## src/rtl/lfsr_source.sv

```systemverilog
// Handshaked 8-bit Fibonacci LFSR sample source with a signed threshold compare.
// Optional LFSR_LT_COUNT_EN adds a counter of accepted samples below threshold.
module lfsr_source #(
  parameter logic [7:0] TAPS = 8'h09,
  parameter logic [7:0] SEED = 8'h01
) (
  input  logic        clk,
  input  logic        reset,
  input  logic        en,
  input  logic        load,
  input  logic [7:0]  seed_in,
  input  logic [7:0]  threshold,
  input  logic        out_ready,
  output logic        out_valid,
  output logic [7:0]  out_data,
  output logic        lt,
  output logic [15:0] count,
  output logic [15:0] lt_count
);

  localparam int unsigned DW = 8;
  localparam int unsigned CW = 16;

  typedef enum logic {
    IDLE = 1'b0,
    RUN  = 1'b1
  } state_e;

  state_e        state_q, state_d;
  logic [DW-1:0] lfsr_q, lfsr_d;
  logic [CW-1:0] count_q, count_d;
  logic          valid_q;
  logic          hs;
  logic [DW-1:0] lfsr_shift;
  logic [DW-1:0] lfsr_adv;
  logic [DW-1:0] seed_safe;

  assign hs         = valid_q & out_ready;
  assign lfsr_shift = {lfsr_q[DW-2:0], ^(lfsr_q & TAPS)};
  // An all-zero state would lock the LFSR forever, so it is replaced by SEED.
  assign lfsr_adv   = (lfsr_shift == '0) ? SEED : lfsr_shift;
  assign seed_safe  = (seed_in == '0) ? SEED : seed_in;

  // State register
  always_ff @(posedge clk or posedge reset) begin
    if (reset) state_q <= IDLE;
    else       state_q <= state_d;
  end

  // Next-state logic; load blocks the IDLE->RUN transition
  always_comb begin
    state_d = state_q;
    case (state_q)
      IDLE: if (en && !load) state_d = RUN;
      RUN:  if (hs && !en)   state_d = IDLE;
      default: state_d = IDLE;
    endcase
  end

  // Datapath next values
  always_comb begin
    lfsr_d  = lfsr_q;
    count_d = count_q;
    case (state_q)
      IDLE: if (load) lfsr_d = seed_safe;
      RUN: begin
        if (hs) begin
          lfsr_d  = lfsr_adv;
          count_d = count_q + CW'(1);
        end
      end
      default: lfsr_d = lfsr_q;
    endcase
  end

  // Datapath and valid registers; valid is a registered decode of the next state
  always_ff @(posedge clk or posedge reset) begin
    if (reset) begin
      lfsr_q  <= SEED;
      count_q <= '0;
      valid_q <= 1'b0;
    end else begin
      lfsr_q  <= lfsr_d;
      count_q <= count_d;
      valid_q <= (state_d == RUN);
    end
  end

  assign out_valid = valid_q;
  assign out_data  = lfsr_q;
  assign count     = count_q;
  assign lt        = $signed(lfsr_q) < $signed(threshold);

`ifdef LFSR_LT_COUNT_EN
  logic [CW-1:0] lt_count_q;

  always_ff @(posedge clk or posedge reset) begin
    if (reset)          lt_count_q <= '0;
    else if (hs && lt)  lt_count_q <= lt_count_q + CW'(1);
  end

  assign lt_count = lt_count_q;
`else
  assign lt_count = '0;
`endif

endmodule
```

## config.mk

```make
export PLATFORM = sky130hd
export DESIGN_NAME = lfsr_source
export DESIGN_NICKNAME = d
export VERILOG_FILES = /design/src/rtl/lfsr_source.sv
export SDC_FILE = /design/constraint.sdc
export NUM_CORES = 1
export LEC_CHECK = 0
export ABC_AREA = 1
export ABC_CLOCK_PERIOD_IN_PS = 3000
export CAP_MARGIN = 20
export CELL_PAD_IN_SITES_DETAIL_PLACEMENT = 1
export CELL_PAD_IN_SITES_GLOBAL_PLACEMENT = 1
export CORE_AREA = 4 4 80 82
export CTS_CLUSTER_SIZE = 24
export DETAILED_ROUTE_END_ITERATION = 16
export DIE_AREA = 0 0 84 86
export GPL_ROUTABILITY_DRIVEN = 0
export PLACE_DENSITY = 0.79
export SETUP_SLACK_MARGIN = 0.5
export SYNTH_ARGS = -nofsm -noshare
export SYNTH_HDL_FRONTEND = slang
export SYNTH_SLANG_ARGS = --single-unit
```

## constraint.sdc

```tcl
create_clock -name clk -period 3 [get_ports clk]
set_clock_uncertainty 0.2 [all_clocks]
set_input_delay 0.9 -clock clk [delete_from_list [all_inputs] [get_ports clk]]
set_output_delay 0.9 -clock clk [all_outputs]
set_load 0.01 [all_outputs]
```

==> results of run 1 <==
-- power by group through the flow --
stage	registers, uW	clock network (uW)	logic, uW
global route	492	222	602
global placement	485	0	491
floorplan	508	0	245
detailed placement	487	0	508
CTS	483	210	525
finish	479	201	541
-- metrics by stage --
step / hold slack [ns] / setup WS [ns] / TNS, ns
2_1_floorplan: 0.302 / 0.235 / 0
3_3_place_gp: 0.268 / -0.881 / -0.881
3_5_place_dp: 0.275 / -0.988 / -0.988
4_1_cts: 0.295 / -0.0562 / -0.0562
5_1_grt: 0.326 / -0.138 / -0.138
6_report: 0.289 / -0.0827 / -0.0827
-- state kept, by name (all words and copies together) (netlist names) --
signal	count
out_data	8
count	16
out_valid	1
-- routing by layer --
layer / wire (um) / track usage [%] / vias to the layer above / part of all wire, %
li1: - / - / 696 / -
met1: 1770 / 13.7 / 682 / 42
met2: 2210 / 23.1 / 42 / 53
met3: 175 / 2.31 / 7 / 4.2
met4: 52 / 3.51 / 0 / 1.2
met5: 0 / 0 / - / 0
-- worst max-delay path: stages --
cell and delay (ns):
clkdlybuf4s15_2 0.18, inv_2 0.04, ha_4 0.24, a21oi_2 0.15, nand2_2 0.08, nand2_2 0.07
nand2_2 0.06, nand2_2 0.09, nand2_2 0.06, buf_6 0.11
-- worst max-delay path by stage --
stage	end	slack, ns	depth (start not counted)
after detailed placement	lt	-0.99	9
after global routing	lt	-0.14	10
final	lt	-0.08	10
after floorplan	lt	0.23	8
after CTS	lt	-0.06	10
after global placement	lt	-0.88	9
-- cells by family (layout without fill, tap and decap cells) --
kind of cell,count (synthesis),after routing,synth area share [%]
AOI/OAI and AO/OA,13,13,4.64
DFF,25,25,38.1
buffers and inverters,47,85,15.3
xor gates and xnor gates,13,13,6.91
and+or+nand+nor,92,92,28.0
adders and majority gates,9,9,6.84
other,1,16,0.228
-- final cells by class --
cell class                 count  area, sq um  area share, %
timing repair buffer          52          492           21.4
inverter                      29          116           5.07
clock buffer                   4         45.0           1.96
sequential                    25          627           27.3
multi-input combinational    143          920           40.1
tap                           75         93.8           4.09
-- layout by cell type (no fill, tap or decap), types with 2 or more instances in the layout --
cell | Yosys | layout
ha_1 | 9 | 4
nand2_2 | 0 | 8
buf_4 | 16 | 6
conb_1 | 1 | 16
nor2_2 | 1 | 2
nand2_1 | 50 | 42
ha_4 | 0 | 4
clkbuf_8 | 0 | 3
dlymetal6s2s_1 | 0 | 2
inv_2 | 0 | 4
xnor2_1 | 8 | 8
o21ai_0 | 3 | 3
nand4_1 | 3 | 3
a31oi_1 | 5 | 5
nand3_1 | 8 | 8
nor2_8 | 2 | 2
clkdlybuf4s50_1 | 0 | 35
buf_2 | 0 | 5
nor2_1 | 17 | 16
inv_1 | 29 | 24
nor3_1 | 5 | 4
dfrtp_1 | 24 | 24
nor2_4 | 2 | 2
xor2_1 | 5 | 5
-- timing repair --
item	CTS	global route
gates resized for setup	40	9
endpoints found under the setup margin	1	4
pin swaps	17	10
gates cloned	0	0
==> flow_summary_export.csv, run 1 <==
group,metric,value,unit
worst_setup_path,reg2reg_slack,1.12,ns
worst_hold_path,min_path_cells,1,
synthesis,yosys_warnings,0,
synthesis,synth_most_common_cell,"nand2_1",
grt,grt_antenna_before_repair,0,
synthesis,ys_top_cells_by_area,"dfrtp_1 36%, nand2_1 11%, buf_4 7.3%",
sta,final.period_utilization,103,%
clocking,clkSlewWorstSetupHoldPaths,0.08,ns
pwr,p_leak,0.00117,uW
worst_setup_path,worstPathRequired,1.90,ns
die,die_area,7220,sq um
worst_hold_path,min_from,"count[15]",
worst_setup_path,critical_path_class,"in2out",
synthesis,synth.avg_cell_area,8.23,sq um
layout,layout.cells.non_filler,328,
job,cap_violations,0,
worst_setup_path,reg2reg_to,"out_data[3]",
clocking,cts_tree,"done",
worst_hold_path,hold_path_end,"count[15]",
pwr,p_switching,442,uW
clocking,cts_made_buffers,3,
layout,layout.nets,284,
sta,finalCriticalPeriod,3.08,ns
route,drc,0,
die,coreArea,5750,sq um
placed_design,placed_cells,324,
pwr,swShare,36.1,%
grt,grt_util_all_layers,12.1,%
synthesis,syn_area,1650,sq um
die,rows,28,
worst_setup_path,cp-end-kind,"output pin",
sta,rsz0062_at_grt,"yes",
layout,final_util,39.9,%
synthesis,synth_top_cell_area_share,36.5,%
synthesis,ys_seq_area_share,38.1,%
grt,grt_overflow,0,
sta,final_hold_viol_count,0,
status,failed_checks,"setup timing",
layout,fill_cells,702,
synthesis,ys.flop_type,"dfrtp_1",
pwr,power_density,533,nW/um^2
pwr,pwr-share-clk,16.5,%
pwr,power,1220,uW
die,initial_core_util,28.7,%
worst_setup_path,startpoint,"threshold[3]",
worst_setup_path,rr_startpoint,"out_valid",
synthesis,yosysTopAreaCell,"dfrtp_1",
route,antenna_left,0,
route,routed_wl,4210,um
clocking,clock-sinks,25,
clocking,cts_setup_buffers,0,
grt,first_global_vias,1588,
clocking,ctsLongestPathBuffers,2,
pwr,p_int,780,uW
sta,drv_slew,0,
grt,grt_max_degree,26,
pwr,pwr-share-comb,44.3,%
layout,areaGrowthSynthToFinish,39.3,%
worst_setup_path,startpoint_type,"input port",
pwr,power_frac_seq,39.2,%
status,outcome,"finished, violations left",
layout,stdcell_area,2290,sq um
worst_setup_path,path_max_fanout,2,
pwr,ir_drop,0.217,mV
worst_setup_path,critPathArrivalTime,1.98,ns
worst_setup_path,reg2reg_depth,6,
die,die_y,86,um
clocking,cts_max_level,1,
clocking,root_buffer,"clkbuf_8",
layout,drive_above_1_share,19.4,%
synthesis,synth_edf_count,0,
worst_hold_path,hp-class,"reg2reg",
sta,setup_viol,1,
placed_design,dp_hpwl,3370,um
route,avgRoutedWirePerCell,12.8,um
synthesis,synth-async-reset-ratio,100,%
clocking,clkLatencyLatePin,0.27,ns
placed_design,port_buffers,46,
die,die_w,84,um
placed_design,dpl-instance-area,2210,sq um
synthesis,synthCells,200,
sta,layout_setup_ws,-0.0827,ns
layout,n_antenna_cell,0,
route,drt_first_pass_iters,2,
grt,grt_first_pass_wirelength,7160,um
clocking,holdBufCountCts,0,
route,vias,1427,
route,drtIter0Drc,44,
synthesis,ys_top_cells_by_count,"50 x nand2_1, 29 x inv_1, 24 x dfrtp_1, 17 x nor2_1, 16 x buf_4",
sta,fmax,0.324,GHz
die,io_pins,63,
synthesis,ys_types,26,
synthesis,synth-seq-cells,25,
route,viasPerCell,4.35,
Power figures use the tool's default switching activity.
==> run 2, diff against run 1 <==
--- a/config.mk
+++ b/config.mk
@@ -10,12 +10,13 @@
 export CAP_MARGIN = 20
 export CELL_PAD_IN_SITES_DETAIL_PLACEMENT = 1
 export CELL_PAD_IN_SITES_GLOBAL_PLACEMENT = 1
-export CORE_AREA = 4 4 80 82
+export CORE_AREA = 4 4 78 80
 export CTS_CLUSTER_SIZE = 24
 export DETAILED_ROUTE_END_ITERATION = 16
-export DIE_AREA = 0 0 84 86
+export DIE_AREA = 0 0 82 84
 export GPL_ROUTABILITY_DRIVEN = 0
-export PLACE_DENSITY = 0.79
+export HOLD_SLACK_MARGIN = 0.05
+export PLACE_DENSITY = 0.82
 export SETUP_SLACK_MARGIN = 0.5
 export SYNTH_ARGS = -nofsm -noshare
 export SYNTH_HDL_FRONTEND = slang
==> run 2 against run 1 <==
Clock-buffer cell count shrank 1. The run still ends with setup timing left. Largest cell class unchanged. Non-clock buffer count stayed put. Critical path depth did not move. Largest power group unchanged. Routed wire length increased by 5.8%. Critical path type unchanged. Critical endpoint unchanged. Global-route usage is 1.1 points higher. Die area shrank 4.7%.
==> flow_summary_export.csv, run 2 (synthesized netlist as in run 1, its figures left out) <==
group,metric,value,unit
grt,grt_overflow,0,
route,drc,0,
sta,final_hold_viol_count,0,
pwr,ir_drop,0.216,mV
grt,grt_first_pass_wirelength,7300,um
pwr,pwr-share-clk,17.1,%
route,routed_wl,4450,um
sta,finalCriticalPeriod,3.01,ns
pwr,swShare,36.6,%
grt,grt_use_met2,23.7,%
grt,grt_antenna_before_repair,0,
job,cap_violations,0,
pwr,power_density,533,nW/um^2
worst_setup_path,worstPathRequired,1.90,ns
pwr,pwr-share-comb,42.7,%
layout,multi_input_area,910,sq um
pwr,p_switching,443,uW
route,vias,1397,
sta,rsz0062_at_grt,"yes",
pwr,p_int,769,uW
layout,fill_cells,665,
clocking,ctsLongestPathBuffers,2,
grt,grt_max_degree,26,
layout,drive_above_1_share,18.2,%
grt,grt_use_met3,2.92,%
layout,n_antenna_cell,0,
sta,setup_viol,1,
layout,seq_area,628,sq um
sta,fin_tns_setup,-0.00613,ns
worst_hold_path,min_from,"count[15]",
layout,mostFrequentLayoutCells,"48 x nand2_1, 35 x clkdlybuf4s50_1, 24 x inv_1",
route,drtIter0Drc,22,
layout,final_common_cell,"nand2_1",
layout,layout.nets,284,
placed_design,port_buffers,46,
placed_design,dp_hpwl,3520,um
die,die_area,6890,sq um
worst_setup_path,cp-end-kind,"output pin",
route,avgRoutedWirePerCell,13.7,um
pwr,power_frac_seq,40.2,%
route,drt_first_pass_iters,3,
sta,final.period_utilization,100,%
die,rows,27,
route,antenna_left,0,
worst_setup_path,reg2reg_slack,1.15,ns
worst_hold_path,hp-class,"reg2reg",
status,failed_checks,"setup timing",
worst_setup_path,critical_path_class,"in2out",
worst_setup_path,reg2reg_depth,6,
clocking,clkSlewWorstSetupHoldPaths,0.09,ns
die,initial_core_util,30.5,%
grt,first_global_vias,1561,
die,die_y,84,um
die,coreArea,5410,sq um
clocking,root_buffer,"clkbuf_8",
route,viasPerCell,4.30,
sta,layout_setup_ws,-0.00613,ns
grt,grt_busiest_layer,"met2",
worst_hold_path,hold_path_end,"count[15]",
status,outcome,"finished, violations left",
clocking,holdBufCountCts,0,
clocking,cts_made_buffers,3,
pwr,p_leak,0.00116,uW
die,die_w,82,um
grt,grt.met1_usage,16.0,%
die,io_pins,63,
worst_setup_path,startpoint_type,"input port",
worst_setup_path,path_max_fanout,2,
sta,fmax,0.333,GHz
layout,largest_reg_flops,16,
layout,areaGrowthSynthToFinish,38.2,%
clocking,clock-sinks,25,
worst_setup_path,critPathArrivalTime,1.91,ns
worst_setup_path,reg2reg_to,"out_data[3]",
clocking,cts_max_level,1,
clocking,cts_tree,"done",
grt,grt_util_all_layers,13.3,%
layout,layout.cells.non_filler,325,
sta,drv_slew,0,
clocking,clkLatencyLatePin,0.27,ns
worst_setup_path,rr_startpoint,"out_valid",
worst_hold_path,min_path_cells,1,
placed_design,placed_cells,320,
[run 2: layout make-up]
cell class / instances / share of cell area [%]
Clock buffer: 3 / 1.81
Sequential cell: 25 / 27.6
Timing Repair Buffer: 52 / 21.3
Inverter: 29 / 5.11
Tap cell: 72 / 3.96
Clock inverter: 1 / 0.220
Multi-Input combinational cell: 143 / 40.0
[run 2: stage by stage]
stage	hold WS [ns]	worst slack (ns)	total power [uW]	cell area [sq um]	util (%)
finish	0.286	-0.00613	1210	2280	42.1
global route	0.310	-0.103	1310	2280	42.1
detailed placement	0.272	-0.947	996	2200	40.7
global placement	0.268	-0.876	972	2200	40.7
floorplan	0.302	0.235	753	1760	-
CTS	0.289	-0.0285	1220	2250	41.6
[run 2: routing by layer]
metal  wire length (um)  part of all wire, %
met5                  0                    0
met4                 14                 0.31
met3                257                  5.8
met2               2320                   52
met1               1860                   42
[run 2: worst max path at each step]
stage / start / to / depth (start not counted)
2_1_floorplan: threshold[5] / lt / 8
3_3_place_gp: threshold[5] / lt / 9
3_5_place_dp: threshold[5] / lt / 9
4_1_cts: threshold[5] / lt / 10
5_1_grt: threshold[5] / lt / 10
6_report: threshold[5] / lt / 10
[run 2: repair_timing]
item / 4_1_cts / 5_1_grt
buffers inserted: 0 / 1
pin swaps: 19 / 5
setup endpoints to repair: 1 / 4
resized for setup: 37 / 7
[run 2: worst max-delay path: stages]
cell     delay [ns]
buf_8          0.10
inv_8          0.04
ha_4           0.18
a21oi_2        0.13
nor2_2         0.05
nor3_2         0.18
nand2_1        0.07
nand2_1        0.09
nand2_2        0.05
buf_6          0.12
[run 2: power groups by stage]
stage          Combinational [uW]  Sequential [uW]  Clock [uW]
6_report                      518              488         207
5_1_grt                       582              500         225
4_1_cts                       520              486         215
3_5_place_dp                  506              490           0
3_3_place_gp                  482              489           0
2_1_floorplan                 245              508           0
==> patch 1: new RTL, settings of run 2 <==
Add a define of `LFSR_LT_COUNT_EN`.
--- a/src/rtl/lfsr_source.sv
+++ b/src/rtl/lfsr_source.sv
@@ -1,5 +1,7 @@
 // Handshaked 8-bit Fibonacci LFSR sample source with a signed threshold compare.
 // Optional LFSR_LT_COUNT_EN adds a counter of accepted samples below threshold.
+`define LFSR_LT_COUNT_EN
+
 module lfsr_source #(
   parameter logic [7:0] TAPS = 8'h09,
   parameter logic [7:0] SEED = 8'h01
Formal check against the unedited RTL: not equivalent (Yosys sat finds a counterexample within 4 cycles, from zero or initial values and one cycle with reset high).
==> patch 1 against run 2 <==
  * Die area did not move
  * Sequential share of layout area grew 2.2 points
  * Total power increased by 71%
  * Core utilization rose by 22 points
  * Area after synthesis grew 49%
  * Design area rose by 52%
  * The run still ends with setup timing left
  * Sequential cell count up 16
  * Worst setup slack got worse by 0.051 ns
  * Highest routed layer unchanged
  * Wire length increased by 76%
==> patch 1: results (changes against run 2) <==
* Sequential group power at 772 uW (+58%)
* Crit-path max cell delay at 0.24 ns (+0.06 ns)
* Combinational fraction of design power at 39.1% (-3.6 points)
* First-pass GRT wire length at 13000 um (+79%)
* FF-to-FF path depth at 9 (+3)
* Placement Cell Area at 3260 um^2 (+48%)
* Final setup viols at 1 (unchanged)
* Vias in the first global route at 2671 (+71%)
* Outcome: finished, violations left
* Pre-antenna DRT Iters at 4 (+1)
* Total GRT Usage at 24.4% (+11 points)
* HPWL after DPL at 5490 um (+56%)
* Total CTS buffers at 5 (+2)
* Layout Nets at 412 (+45%)
* Met2 wire len at 4180 um (+80%)
* Vias at 2395 (+71%)
* Dpl ws at -0.887 ns (+0.0604 ns)
* PnR worst setup slack at -0.0571 ns (-0.0510 ns)
* R2R Path Start: out_data[7]$_DFFE_PP0P_
* Synth cell count leaders: nand2_1 (81), dfrtp_1 (40), nor2_1 (36), inv_1 (25), nand4_1 (18)
* Met3 Wirelength at 285 um (+11%)
* Sequential-to-total area share from yosys stat at 42.0% (+3.9 points)
* P_leak at 1.58 nW (+36%)
* Switching share of power at 37.0% (+0.43 points)
* Critical Path AT at 1.96 ns (+0.05 ns)
* Failing checks: setup timing
* Largest net degree at the start of global routing at 42 (+62%)
* Wire length per cell at 17.3 um (+26%)
* H-tree levels at 2 (+1)
* Max IR drop VDD at 353 uV (+63%)
* Synth cell types at 31 (+19%)
* Layout cells sized above 1 at 20.4% (+2.2 points)
* Worst setup path startpoint: threshold[1]
* R2R Setup Slk at 0.89 ns (-0.26 ns)
* Worst-Skew Late Latency at 0.30 ns (+0.03 ns)
* DRT iter0 DRCs at 104 (+370%)
==> patch 1: cell types whose count changed in the layout (fill, tap and decap cells not counted), sizes merged, moves of 8 or more <==
cell           change
clkdlybuf4s50     +12
conb              -16
dfrtp             +16
nand2             +43
nand3              +8
nand4             +15
nor2              +16
==> patch 1: routing by layer <==
metal	vias to the layer above	GRT usage, %
li1	1142	-
met1	1184	27.7
met2	53	44.2
met3	16	4.97
met4	0	7.55
met5	-	0
==> patch 1: final cells by class <==
class                           count  area (um^2)
Fill cell                         660         1940
Sequential cell                    41         1030
Multi-Input combinational cell    231         1410
Clock inverter                      2         37.5
Inverter                           28          110
Tap cell                           72         90.1
Timing Repair Buffer               74          703
Clock buffer                        6         82.6
==> patch 1: kinds of logic (layout without fill, tap and decap cells) <==
logic type | after synthesis | in the layout | synth area share (%)
and+or+nand+nor | 175 | 176 | 33.1
xor gates and xnor gates | 25 | 25 | 8.95
AOI/OAI and AO/OA | 20 | 20 | 4.76
buffers and inverters | 34 | 110 | 6.04
adders and majority gates | 10 | 10 | 5.12
DFF | 41 | 41 | 42.0
==> patch 1: worst max-delay path, delay by kind of cell <==
family	cells	cell delay (ns)
buf+inv	3	0.22
simple gates	8	0.61
fa+ha+maj	1	0.24
==> patch 1: through the flow <==
stage	total power, mW	hold WS, ns	instances	setup TNS (ns)
6_report	2.07	0.288	454	-0.0571
5_1_grt	2.21	0.315	454	-0.127
4_1_cts	2.06	0.288	453	-0.0513
3_5_place_dp	1.55	0.275	443	-3.45
3_3_place_gp	1.51	0.262	443	-2.52
2_1_floorplan	1.17	0.307	305	0
==> patch 1: repair_timing <==
item	4_1_cts	5_1_grt
endpoints found under the setup margin	22	21
buffers inserted	2	0
gates cloned	0	1
pin swaps	19	8
hold endpoints to repair	0	0
gates resized for setup	45	12
==> patch 2: new RTL, flow settings as in run 2 <==
Without the edit above. Add an input register stage for `threshold`; this delays it by one clock. The other inputs are not delayed to match.
--- a/src/rtl/lfsr_source.sv
+++ b/src/rtl/lfsr_source.sv
@@ -25,6 +25,12 @@
     IDLE = 1'b0,
     RUN  = 1'b1
   } state_e;
+
+  logic [7:0] threshold_q;
+
+  always_ff @(posedge clk) begin
+    threshold_q <= threshold;
+  end
 
   state_e        state_q, state_d;
   logic [DW-1:0] lfsr_q, lfsr_d;
@@ -89,7 +95,7 @@
   assign out_valid = valid_q;
   assign out_data  = lfsr_q;
   assign count     = count_q;
-  assign lt        = $signed(lfsr_q) < $signed(threshold);
+  assign lt        = $signed(lfsr_q) < $signed(threshold_q);
 
 `ifdef LFSR_LT_COUNT_EN
   logic [CW-1:0] lt_count_q;
Behaviour: not the same (Yosys sat finds a counterexample within 4 cycles, from zero or initial values and one cycle with reset high).
==> patch 2 against run 2 <==
  * Fmax increased by 12%
  * Area after synthesis increased by 8.9%
  * Design area increased by 10%
  * Sequential power increased by 20%
  * Wire length increased by 3.2%
  * Non-clock buffer count increased by 7
  * Total power increased by 22%
  * Worst setup slack improved by 0.32 ns
  * Sequential cell count increased by 8
  * Largest power group is now sequential cells
==> patch 2: results (changes against run 2) <==
* Min Hold Slack at 0.300 ns (+0.0140 ns)
* Largest register FFs at 16 (unchanged)
* Total CTS buffers at 5 (+2)
* Hold path endpoint: count[12]$_DFFE_PP0P_
* Inserted Diodes at 0 (unchanged)
* R2R Setup Slk at 1.37 ns (+0.22 ns)
* Grt met1 use at 16.3% (+0.33 points)
* Synth Flop Type: dfrtp_1
* Synth Area in XOR/XNOR at 6.35% (-0.56 points)
* Total GRT Usage at 14.5% (+1.2 points)
* DRT iter0 DRCs at 19 (-14%)
* Critical Path AT at 1.58 ns (-0.33 ns)
* Placement Cell Area at 2290 um^2 (+4.0%)
* Outcome: finished clean
* Synth cell types at 27 (+3.8%)
* Wire length per cell at 13.2 um (-3.6%)
* Synth area leaders: dfrtp_1 (33%), nand2_1 (10%), dfxtp_1 (8.9%)
* H-tree levels at 2 (+1)
* HPWL after DPL at 3460 um (-1.8%)
* Reg2reg end: out_data[6]$_DFFE_PP0P_
* Layout Nets at 305 (+7.4%)
* Vias in the first global route at 1670 (+7.0%)
* Vias at 1525 (+9.2%)
* Sequential-to-total area share from yosys stat at 43.9% (+5.8 points)
* Synth Instances at 212 (+6.0%)
* Worst-Skew Late Latency at 0.29 ns (+0.02 ns)
* Synth cell count leaders: nand2_1 (49), inv_1 (31), dfrtp_1 (24), nor2_1 (18), buf_4 (17)
* First-pass GRT wire length at 7710 um (+5.6%)
* Max IR drop VDD at 264 uV (+22%)
* Post-synthesis adder-cell area fraction at 6.28% (-0.56 points)
* Post-synthesis compound-gate area fraction at 4.68% (+0.040 points)
* Pre-antenna DRT Iters at 4 (+1)
* Hold wc startpoint: count[12]$_DFFE_PP0P_
* Largest net degree at the start of global routing at 15 (-42%)
* Post-synth ARST share at 75.8% (-24 points)
* Crit Path Max Fanout at 3 (+1)
* Layout cells sized above 1 at 15.2% (-3.0 points)
* P_leak at 1.29 nW (+11%)
* CTS clk-pin slew, worst paths at 0.06 ns (-0.03 ns)
## patch 2: cell types whose count changed after synthesis, sizes merged, moves of 2 or more
cell,run 2,this run
nor3,5,3
nand2,52,54
dfxtp,0,8
xnor2,8,5
inv,29,32
xor2,5,8
## patch 2: final cells by class
| class | count | area, um^2 |
|---|---|---|
| Inverter | 33 | 125 |
| Multi-Input combinational cell | 143 | 847 |
| Sequential cell | 33 | 791 |
| Timing Repair Buffer | 59 | 562 |
| Fill cell | 654 | 2900 |
| Clock buffer | 8 | 90.1 |
| Tap cell | 72 | 90.1 |
## patch 2: metrics by stage
| stage | setup WS (ns) | instances | utilization [%] |
|---|---|---|---|
| after global routing | 0.229 | 348 | 46.3 |
| after floorplan | 0.697 | 227 | - |
| after global placement | 0.226 | 331 | 42.4 |
| after CTS | 0.355 | 346 | 45.7 |
| after detailed placement | 0.151 | 331 | 42.4 |
| final | 0.317 | 348 | 46.3 |
## patch 2: critical path, stage by stage, from the launching register on
cell and delay, ns:
dfrtp_1 0.43, ha_4 0.31, nand2_2 0.07, o21a_1 0.21, nand2_1 0.07, nand2_1 0.05, nand2_1 0.05, buf_2 0.12
## patch 2: report_power, final
| group | internal (mW) | total (mW) | switching (mW) | leakage (nW) |
|---|---|---|---|---|
| clock network | 0.187 | 0.352 | 0.165 | 0.0455 |
| logic | 0.277 | 0.537 | 0.261 | 0.876 |
| registers | 0.516 | 0.584 | 0.0683 | 0.365 |
| total | 0.980 | 1.47 | 0.494 | 1.29 |
## patch 2: per-layer routing
metal | wire, um | vias to the layer above
li1 | - | 746
met1 | 1860 | 728
met2 | 2390 | 43
met3 | 269 | 8
met4 | 72 | 0
met5 | 0 | -
## patch 2: cells by family (layout without fill, tap and decap cells)
family                   Yosys count  count (layout)
AO/OA/AOI/OAI                     14              14
XOR/XNOR                          13              13
adder cells (fa/ha/maj)            9               9
buffers and inverters             51             100
flip-flops                        33              33
other                              1              16
AND/OR/NAND/NOR                   91              91
## patch 2: timing repair
action                                  CTS  global route
hold buffers                              0             0
buffers inserted                          7             2
hold endpoints to repair                  0             0
endpoints found under the setup margin    3             7
pin swaps                                 7             3
resized for setup                        11             8
## patch 2: how the worst max path moves through the flow
stage,cells past startpoint,startpoint,slack (ns),end
after floorplan,5,out_data[7]$_DFFE_PP0P_,0.70,lt
after global placement,6,out_data[5]$_DFFE_PP0P_,0.23,lt
after detailed placement,6,out_data[7]$_DFFE_PP0P_,0.15,lt
after CTS,10,out_data[2]$_DFFE_PP0P_,0.36,lt
after global routing,10,out_data[3]$_DFFE_PP0P_,0.23,lt
final,7,out_data[7]$_DFFE_PP0P_,0.32,lt
